--- config.mk ---
export PLATFORM = sky130hd
export DESIGN_NAME = double_threshold_hyst
export DESIGN_NICKNAME = d
export VERILOG_FILES = /design/src/rtl/double_threshold_hyst.sv
export SDC_FILE = /design/constraint.sdc
export NUM_CORES = 2
export LEC_CHECK = 0
export ABC_AREA = 1
export BUFFER_PORTS_ARGS = -buffer_cell sky130_fd_sc_hd__buf_2
export CAP_MARGIN = 25
export CORE_UTILIZATION = 50
export DETAILED_ROUTE_END_ITERATION = 12
export PLACE_DENSITY = 0.77
export SLEW_MARGIN = 10
export SYNTH_ARGS = -nofsm -noshare
export SYNTH_HDL_FRONTEND = slang
export SYNTH_SLANG_ARGS = --single-unit
--- constraint.sdc ---
create_clock -name clk -period 23.3 [get_ports clk]
set_clock_uncertainty 0.1 [all_clocks]
set_input_delay 2.33 -clock clk [delete_from_list [all_inputs] [get_ports clk]]
set_output_delay 2.33 -clock clk [all_outputs]
set_load 0.02 [all_outputs]
--- src/rtl/double_threshold_hyst.sv ---
// Hysteresis edge linking for a raster NMS stream: pixels are classified
// NONE/WEAK/STRONG, then kept via a 3x3 class window built from two line buffers.
module double_threshold_hyst #(
    parameter int IMG_WIDTH  = 512,
    parameter int IMG_HEIGHT = 512,
    parameter int HIGH_TH    = 100,
    parameter int LOW_TH     = 50
) (
    input  logic       clk,
    input  logic       rst,
    input  logic [7:0] pixel_in,
    input  logic       pixel_in_valid,
    output logic       pixel_in_ready,
    output logic [7:0] data_out,
    output logic       data_out_valid
);

    localparam int CW = $clog2(IMG_WIDTH);
    localparam int RW = $clog2(IMG_HEIGHT);
    localparam int FW = $clog2(IMG_WIDTH + 1);

    localparam logic [1:0] CLS_NONE   = 2'd0;
    localparam logic [1:0] CLS_WEAK   = 2'd1;
    localparam logic [1:0] CLS_STRONG = 2'd2;

    typedef enum logic [1:0] {StIdle, StFill, StRun, StFlush} state_t;

    state_t         state_q, state_d;
    logic [CW-1:0]  col_q, out_col_q;
    logic [RW-1:0]  row_q, out_row_q;
    logic [FW-1:0]  flush_cnt_q;
    logic [1:0]     win_q [3][3];
    logic [1:0]     win_d [3][3];
    logic [1:0]     lb_a  [IMG_WIDTH];
    logic [1:0]     lb_b  [IMG_WIDTH];

    logic       accept, step, emit, flush_done, last_px;
    logic [1:0] cls_in, center;
    logic       strong_nb, keep;

    always_comb begin
        pixel_in_ready = !rst && (state_q != StFlush);
        accept         = pixel_in_valid && pixel_in_ready;
        step           = accept || (state_q == StFlush);
        emit           = step && ((state_q == StRun) || (state_q == StFlush));
        flush_done     = (state_q == StFlush) && (flush_cnt_q == FW'(IMG_WIDTH));
        last_px        = (row_q == RW'(IMG_HEIGHT - 1)) && (col_q == CW'(IMG_WIDTH - 1));
    end

    // Flush feeds virtual NONE pixels so the bottom line drains through the window.
    always_comb begin
        cls_in = CLS_NONE;
        if (state_q != StFlush) begin
            if (pixel_in >= 8'(HIGH_TH))     cls_in = CLS_STRONG;
            else if (pixel_in >= 8'(LOW_TH)) cls_in = CLS_WEAK;
        end
    end

    always_comb begin
        for (int r = 0; r < 3; r++) begin
            for (int c = 0; c < 2; c++) begin
                win_d[r][c] = win_q[r][c+1];
            end
        end
        win_d[0][2] = lb_b[col_q];
        win_d[1][2] = lb_a[col_q];
        win_d[2][2] = cls_in;
    end

    // Border masking uses the centre position, so stale line-buffer data never leaks in.
    always_comb begin
        logic in_frame;
        strong_nb = 1'b0;
        for (int r = 0; r < 3; r++) begin
            for (int c = 0; c < 3; c++) begin
                in_frame = 1'b1;
                if (r == 0 && out_row_q == '0) in_frame = 1'b0;
                if (r == 2 && out_row_q == RW'(IMG_HEIGHT - 1)) in_frame = 1'b0;
                if (c == 0 && out_col_q == '0) in_frame = 1'b0;
                if (c == 2 && out_col_q == CW'(IMG_WIDTH - 1)) in_frame = 1'b0;
                if (!(r == 1 && c == 1) && in_frame && win_d[r][c] == CLS_STRONG) begin
                    strong_nb = 1'b1;
                end
            end
        end
        center = win_d[1][1];
        keep   = (center == CLS_STRONG) || ((center == CLS_WEAK) && strong_nb);
    end

    always_comb begin
        state_d = state_q;
        unique case (state_q)
            StIdle:  if (accept) state_d = StFill;
            StFill:  if (accept && row_q == RW'(1) && col_q == '0) state_d = StRun;
            StRun:   if (accept && last_px) state_d = StFlush;
            StFlush: if (flush_done) state_d = StIdle;
            default: state_d = StIdle;
        endcase
    end

    always_ff @(posedge clk) begin
        if (rst) begin
            state_q        <= StIdle;
            col_q          <= '0;
            row_q          <= '0;
            out_col_q      <= '0;
            out_row_q      <= '0;
            flush_cnt_q    <= '0;
            data_out       <= 8'd0;
            data_out_valid <= 1'b0;
            for (int r = 0; r < 3; r++) begin
                for (int c = 0; c < 3; c++) begin
                    win_q[r][c] <= CLS_NONE;
                end
            end
        end else begin
            state_q        <= state_d;
            data_out_valid <= emit;
            if (emit) data_out <= keep ? 8'd255 : 8'd0;
            if (step) begin
                win_q <= win_d;
                col_q <= (col_q == CW'(IMG_WIDTH - 1)) ? '0 : col_q + 1'b1;
            end
            if (accept && col_q == CW'(IMG_WIDTH - 1)) begin
                row_q <= (row_q == RW'(IMG_HEIGHT - 1)) ? '0 : row_q + 1'b1;
            end
            if (emit) begin
                if (out_col_q == CW'(IMG_WIDTH - 1)) begin
                    out_col_q <= '0;
                    out_row_q <= (out_row_q == RW'(IMG_HEIGHT - 1)) ? '0 : out_row_q + 1'b1;
                end else begin
                    out_col_q <= out_col_q + 1'b1;
                end
            end
            if (state_q == StFlush) flush_cnt_q <= flush_cnt_q + 1'b1;
            if (flush_done) begin
                col_q       <= '0;
                row_q       <= '0;
                out_col_q   <= '0;
                out_row_q   <= '0;
                flush_cnt_q <= '0;
            end
        end
    end

    // Line buffers are deliberately left unreset; the window masks their contents.
    always_ff @(posedge clk) begin
        if (step) begin
            lb_b[col_q] <= lb_a[col_q];
            lb_a[col_q] <= cls_in;
        end
    end

endmodule

# Word level (Yosys, flattened, before mapping)

Memories as Yosys holds them, arrays and structs flattened. A register that Yosys moved wholly into a read port is not among the register bits.
Index checks and enable logic that the tools add are counted.

Order comparisons: 2
Eq/ne operators: 24
Reductions and logical operators: 29
Muxes and demuxes: 35
Add/sub/neg operators: 5

Operators by type and width:

| cell                                                              | number |
|---|---|
| two-way mux 9 bit                                                 | 8 |
| adder 9 x 1 -> 9 bit, second input constant                       | 4 |
| == test 9 bit, second input constant                              | 4 |
| zero test 9 bit                                                   | 3 |
| == test 2 bit, second input constant                              | 11 |
| two-way mux 1 bit                                                 | 19 |
| logical AND 1 bit                                                 | 18 |
| two-way mux 2 bit                                                 | 6 |
| adder 10 x 1 -> 10 bit, second input constant                     | 1 |
| == test 10 bit, second input constant                             | 1 |
| == test 9 x 1 -> 1 bit, second input constant                     | 1 |
| greater-or-equal comparator 8 x 6 -> 1 bit, second input constant | 1 |
| greater-or-equal comparator 8 x 7 -> 1 bit, second input constant | 1 |
| two-way mux 8 bit                                                 | 1 |
| inequality test 2 bit, second input constant                      | 4 |
| case mux 2 bit (4 select lines)                                   | 1 |
| == test 2 x 1 -> 1 bit, second input constant                     | 2 |
| AND reduction 4 bit                                               | 1 |
| logical OR 1 bit                                                  | 3 |
| zero test 2 bit                                                   | 1 |
| inequality test 2 x 1 -> 1 bit, second input constant             | 1 |
| AND reduction 2 bit                                               | 1 |
| OR reduction 2 bit                                                | 1 |
| zero test 1 bit                                                   | 1 |

Logic and storage cells: 111
RAM bits: 2048
Memories: 2
Bits of input ports: 11
Bits in registers: 69

Memory list:

| memory | depth | width | read ports | clocked after Yosys merged registers in | wr ports | RTL line | text |
|---|---|---|---|---|---|---|---|
| lb_a   | 512   | 2     | 1          | 1                                       | 1        | 34       | `logic [1:0] lb_a [IMG_WIDTH];` |
| lb_b   | 512   | 2     | 1          | 1                                       | 1        | 35       | `logic [1:0] lb_b [IMG_WIDTH];` |

# Depth between registers and ports, before layout

Depth after elaboration: 15
Gate-level depth with buffers: 22
Depth with buffers taken out: 18

# Least setup slack after synthesis

Ideal clock, no wire load.

Kind: input port to flip-flop
Start point: input port pixel_in[2]
End point: memory lb_a[0][0], data pin
Cell stages on the path: 4
Data required time: 20.605 ns
Library setup time: 2.595 ns
Setup slack: 5.834 ns
Arrival time: 14.771 ns
Cell sequence: or3_1 -> a31oi_1 -> nand2_1 -> nor2_1

Word-level cells in the longest chain between the ends: 4

RTL lines:

| element                                    | RTL line | text |
|---|---|---|
| start, declared                            | 11       | `input logic [7:0] pixel_in,` |
| greater-or-equal comparator 8 x 6 -> 1 bit | 55       | `else if (pixel_in >= 8'(LOW_TH)) cls_in = CLS_WEAK;` |
| two-way mux 1 bit                          | 55       |  |
| two-way mux 2 bit *                        | 54       | `if (pixel_in >= 8'(HIGH_TH)) cls_in = CLS_STRONG;` |
| two-way mux 2 bit *                        | 53       | `if (state_q != StFlush) begin` |
| named net cls_in[0]                        | 38       | `logic [1:0] cls_in, center;` |
| end, declared                              | 34       |  |

The timed path passes the listed nets; every way through them passes the cells marked *.

==> impl_metrics.yaml <==
min_path:
  hold_start: "win_d[11]$_SDFFE_PP0N_"
  hp-class: "reg -> reg"
  whs_path_depth: 2
  min_to: "win_d[11]$_SDFFE_PP0N_"
grt:
  grt_pass1_vias: 57300
  grt-ovfl-total: 0
  grt_pass1_wl_um: 325800
  antenna_found_initial: 2
  track_usage_pct: 24.20
  grt_start_max_net_pins: 248
synthesis:
  ys_warn_count: 0
  syn-num-nets: 7729
  synth_edf_count: 2048
  ys_seq_area_share_pct: 71.81
  syn_area_mm2: 0.08762
  synth_area_per_cell_um2: 11.38
  synthFlopType: "edfxtp_1"
  synth_cell_types: 41
  synth-async-reset-ratio_pct: 0
  synth_cells: 7697
  synth-seq-cells: 2119
setup_path:
  cpMostUsedCell: "nand3_1"
  endpoint_kind: "flip-flop"
  crit_arrival_ns: 8.62
  r2r_cells: 18
  reg2reg_setup_slack_ns: 15.07
  cp_slowest_stage_delay_ns: 0.84
  cpMaxStageDelayCell: "buf_4"
  cp.required_ns: 23.69
  cp_num_buf_inv: 7
  path_cells: "inv_8 -> buf_4 -> buf_4 -> buf_4 -> o21ai_0 -> o22ai_1 -> nand2_1 -> nand3_1 -> nand3_1 -> nand3_1 -> nand3_1 -> nand2_1 -> nand2_1 -> nand3_1 -> nand2_1 -> inv_8 -> buf_12 -> buf_4"
  path_delay_family: "buffers and inverters"
  cp_max_fo: 192
  timing.rr.end: "lb_b[327][0]$_DFFE_PP_"
  cp-start-kind: "flip-flop"
  criticalPathCategory: "reg -> reg"
placement:
  port_buffers: 19
  place_congestion: 0.8515
  dpl.hpwl_um: 116300
  pre_cts_ws_ns: 15.29
timing:
  slew_viol_final: 0
  period_share_pct: 35.32
  rsz0062_at_grt: "false"
  max_freq_mhz: 121.5
  fin_ws_ns: 15.07
  hold_violations: 0
  setup-violations-final: 0
  setup_tns_ns: 0
  relSlewSlack_pct: 21.68
  layout_min_cycle_time_ns: 8.231
  max_slew.worst_pin.slew_ns: 1.175
clocking:
  clkTransAtPathRegs_ns: 0.06
  cts_setup_buffers: 0
  cts_root_buf: "clkbuf_16"
  cts_buffers: 199
  post_cts_resized: 0
  insertion_delay_ns: 0.85
  cts.path.max_buffers: 3
  clock_sinks: 2119
  ctsHoldBuffers: 0
  cts-htree-levels: 4
  cts_tree: "yes"
die:
  initial_core_util_pct: 50.35
  dieHeight_um: 420.6
  io_pins: 21
  die-width_um: 420.6
  die_area_mm2: 0.1769
  core_area_mm2: 0.1740
  std_cell_rows: 153
power:
  leakagePower_nw: 32.21
  ir_drop_mv: 0.08614
  power.density_mw_per_mm2: 91.29
route:
  vias: 58930
  drc: 0
  firstDrtPassIters: 8
  wire_per_inst_um: 21.71
  drtIter0Drc: 7327
  met3_length_um: 25010
  wl_met1_um: 81200
  viasPerCell: 5.923
  ant_nets: 0
  top_layer_used: "met5"
  wl_met2_um: 101100
  wirelength_um: 216000
finish:
  utilization_pct: 54.62
  drive_gt1_share_pct: 5.222
  syn_to_final_growth_pct: 8.471
  nets: 7487
job:
  max-cap-violations: 0
run_status:
  status: "finished clean"
layout by cell type (no fill, tap or decap), types with 3 or more instances in the layout:
| cell type | instances |
|---|---|
| nand2_1 | 2133 |
| edfxtp_1 | 2048 |
| nand3_1 | 2028 |
| nor2_1 | 567 |
| clkbuf_16 | 204 |
| inv_1 | 95 |
| buf_4 | 67 |
| dfxtp_1 | 66 |
| clkbuf_1 | 54 |
| clkinv_1 | 52 |
| a21oi_1 | 45 |
| o21ai_0 | 38 |
| clkinv_2 | 34 |
| nor3_1 | 23 |
| ha_1 | 21 |
| buf_2 | 19 |
| nand3_4 | 12 |
| buf_12 | 11 |
| nor4_1 | 10 |
| xor2_1 | 9 |
| inv_6 | 7 |
| bufinv_16 | 7 |
| nand4_1 | 5 |
| a211oi_1 | 5 |
| dfxtp_4 | 5 |
| nor3b_1 | 4 |
| clkinvlp_4 | 4 |
| clkbuf_8 | 4 |
| diode_2 | 3 |
| inv_8 | 3 |
| o22ai_1 | 3 |
| nand2_4 | 3 |
| nor2_2 | 3 |
| clkinv_8 | 3 |
| buf_16 | 3 |
worst max path at each step:
stage,slack (ns),start,cells past startpoint,end
2_1_floorplan,5.83,pixel_in[2],4,lb_a[0][0]$_DFFE_PP_
3_3_place_gp,15.37,flip-flop,18,lb_b[499][0]$_DFFE_PP_
3_5_place_dp,15.29,flip-flop,18,lb_b[499][0]$_DFFE_PP_
4_1_cts,15.22,flip-flop,18,lb_b[327][0]$_DFFE_PP_
5_1_grt,14.78,flip-flop,18,lb_b[131][0]$_DFFE_PP_
6_report,15.07,flip-flop,18,lb_b[327][0]$_DFFE_PP_
where the power goes:
part	leakage [nW]	internal, mW	switching [mW]
clock	2.97	1.69	1.37
combinational	10.2	0.260	0.921
sequential	19.0	4.42	0.0204
state kept, by name (all words and copies together) (netlist names), named ones only:
register,count
out_row_q,9
lb_a,1024
row_q,9
lb_b,1024
data_out_valid,1
center,2
win_d,10
state_q,2
data_out,1
col_q,9
out_col_q,9
flush_cnt_q,10
cell usage after synthesis, types with 30 or more instances:
master,instances,area share [%]
nand2_1,2137,9.2
dfxtp_1,71,1.6
buf_1,30,0.13
edfxtp_1,2048,70
a21oi_1,45,0.26
nor2_1,572,2.5
inv_1,99,0.42
nand3_1,2040,12
clkbuf_1,179,0.77
buf_4,61,0.52
o21ai_0,38,0.22
buf_2,254,1.5
kinds of logic (layout without fill, tap and decap cells):
group / after synthesis / in the layout / share of synthesized area [%]
AO/OA/AOI/OAI: 104 / 104 / 0.6497
adder cells (fa/ha/maj): 21 / 21 / 0.2999
multiplexers: 1 / 1 / 0.01142
AND/OR/NAND/NOR: 4794 / 4794 / 23.55
other: 0 / 3 / 0
buffers and inverters: 648 / 572 / 3.578
XOR/XNOR: 10 / 10 / 0.09996
flip-flops: 2119 / 2119 / 71.81
routing by layer:
metal / global-route usage, % / vias up
li1: - / 26640
met1: 31.93 / 28220
met2: 39.02 / 3513
met3: 4.935 / 566
met4: 10.27 / 2
met5: 0 / -
through the flow:
| step | power (mW) | hold slack, ns | std cells | instance area [um^2] |
|---|---|---|---|---|
| 2_1_floorplan | 5.449 | 0.3245 | 7697 | 87620 |
| 3_3_place_gp | 5.639 | 0.3410 | 9572 | 88810 |
| 3_5_place_dp | 5.667 | 0.3443 | 9575 | 88870 |
| 4_1_cts | 8.667 | 0.3539 | 9942 | 94950 |
| 5_1_grt | 8.933 | 0.3762 | 9947 | 95040 |
| 6_report | 8.676 | 0.3545 | 9949 | 95040 |
worst min-delay path: stages, from the launching register on:
cell and delay (ns):
dfxtp_1 0.29, inv_1 0.06, a21oi_1 0.06
layout make-up:
class,count,area [um^2]
inverter,104,434.2
clock buffer,262,5363
fill,13820,78970
tap,2325,2909
multi-input combinational,4930,21760
antenna,3,7.507
sequential,2119,62940
clock inverter,105,719.4
timing repair buffer,101,908.4
Power figures use the tool's default switching activity.
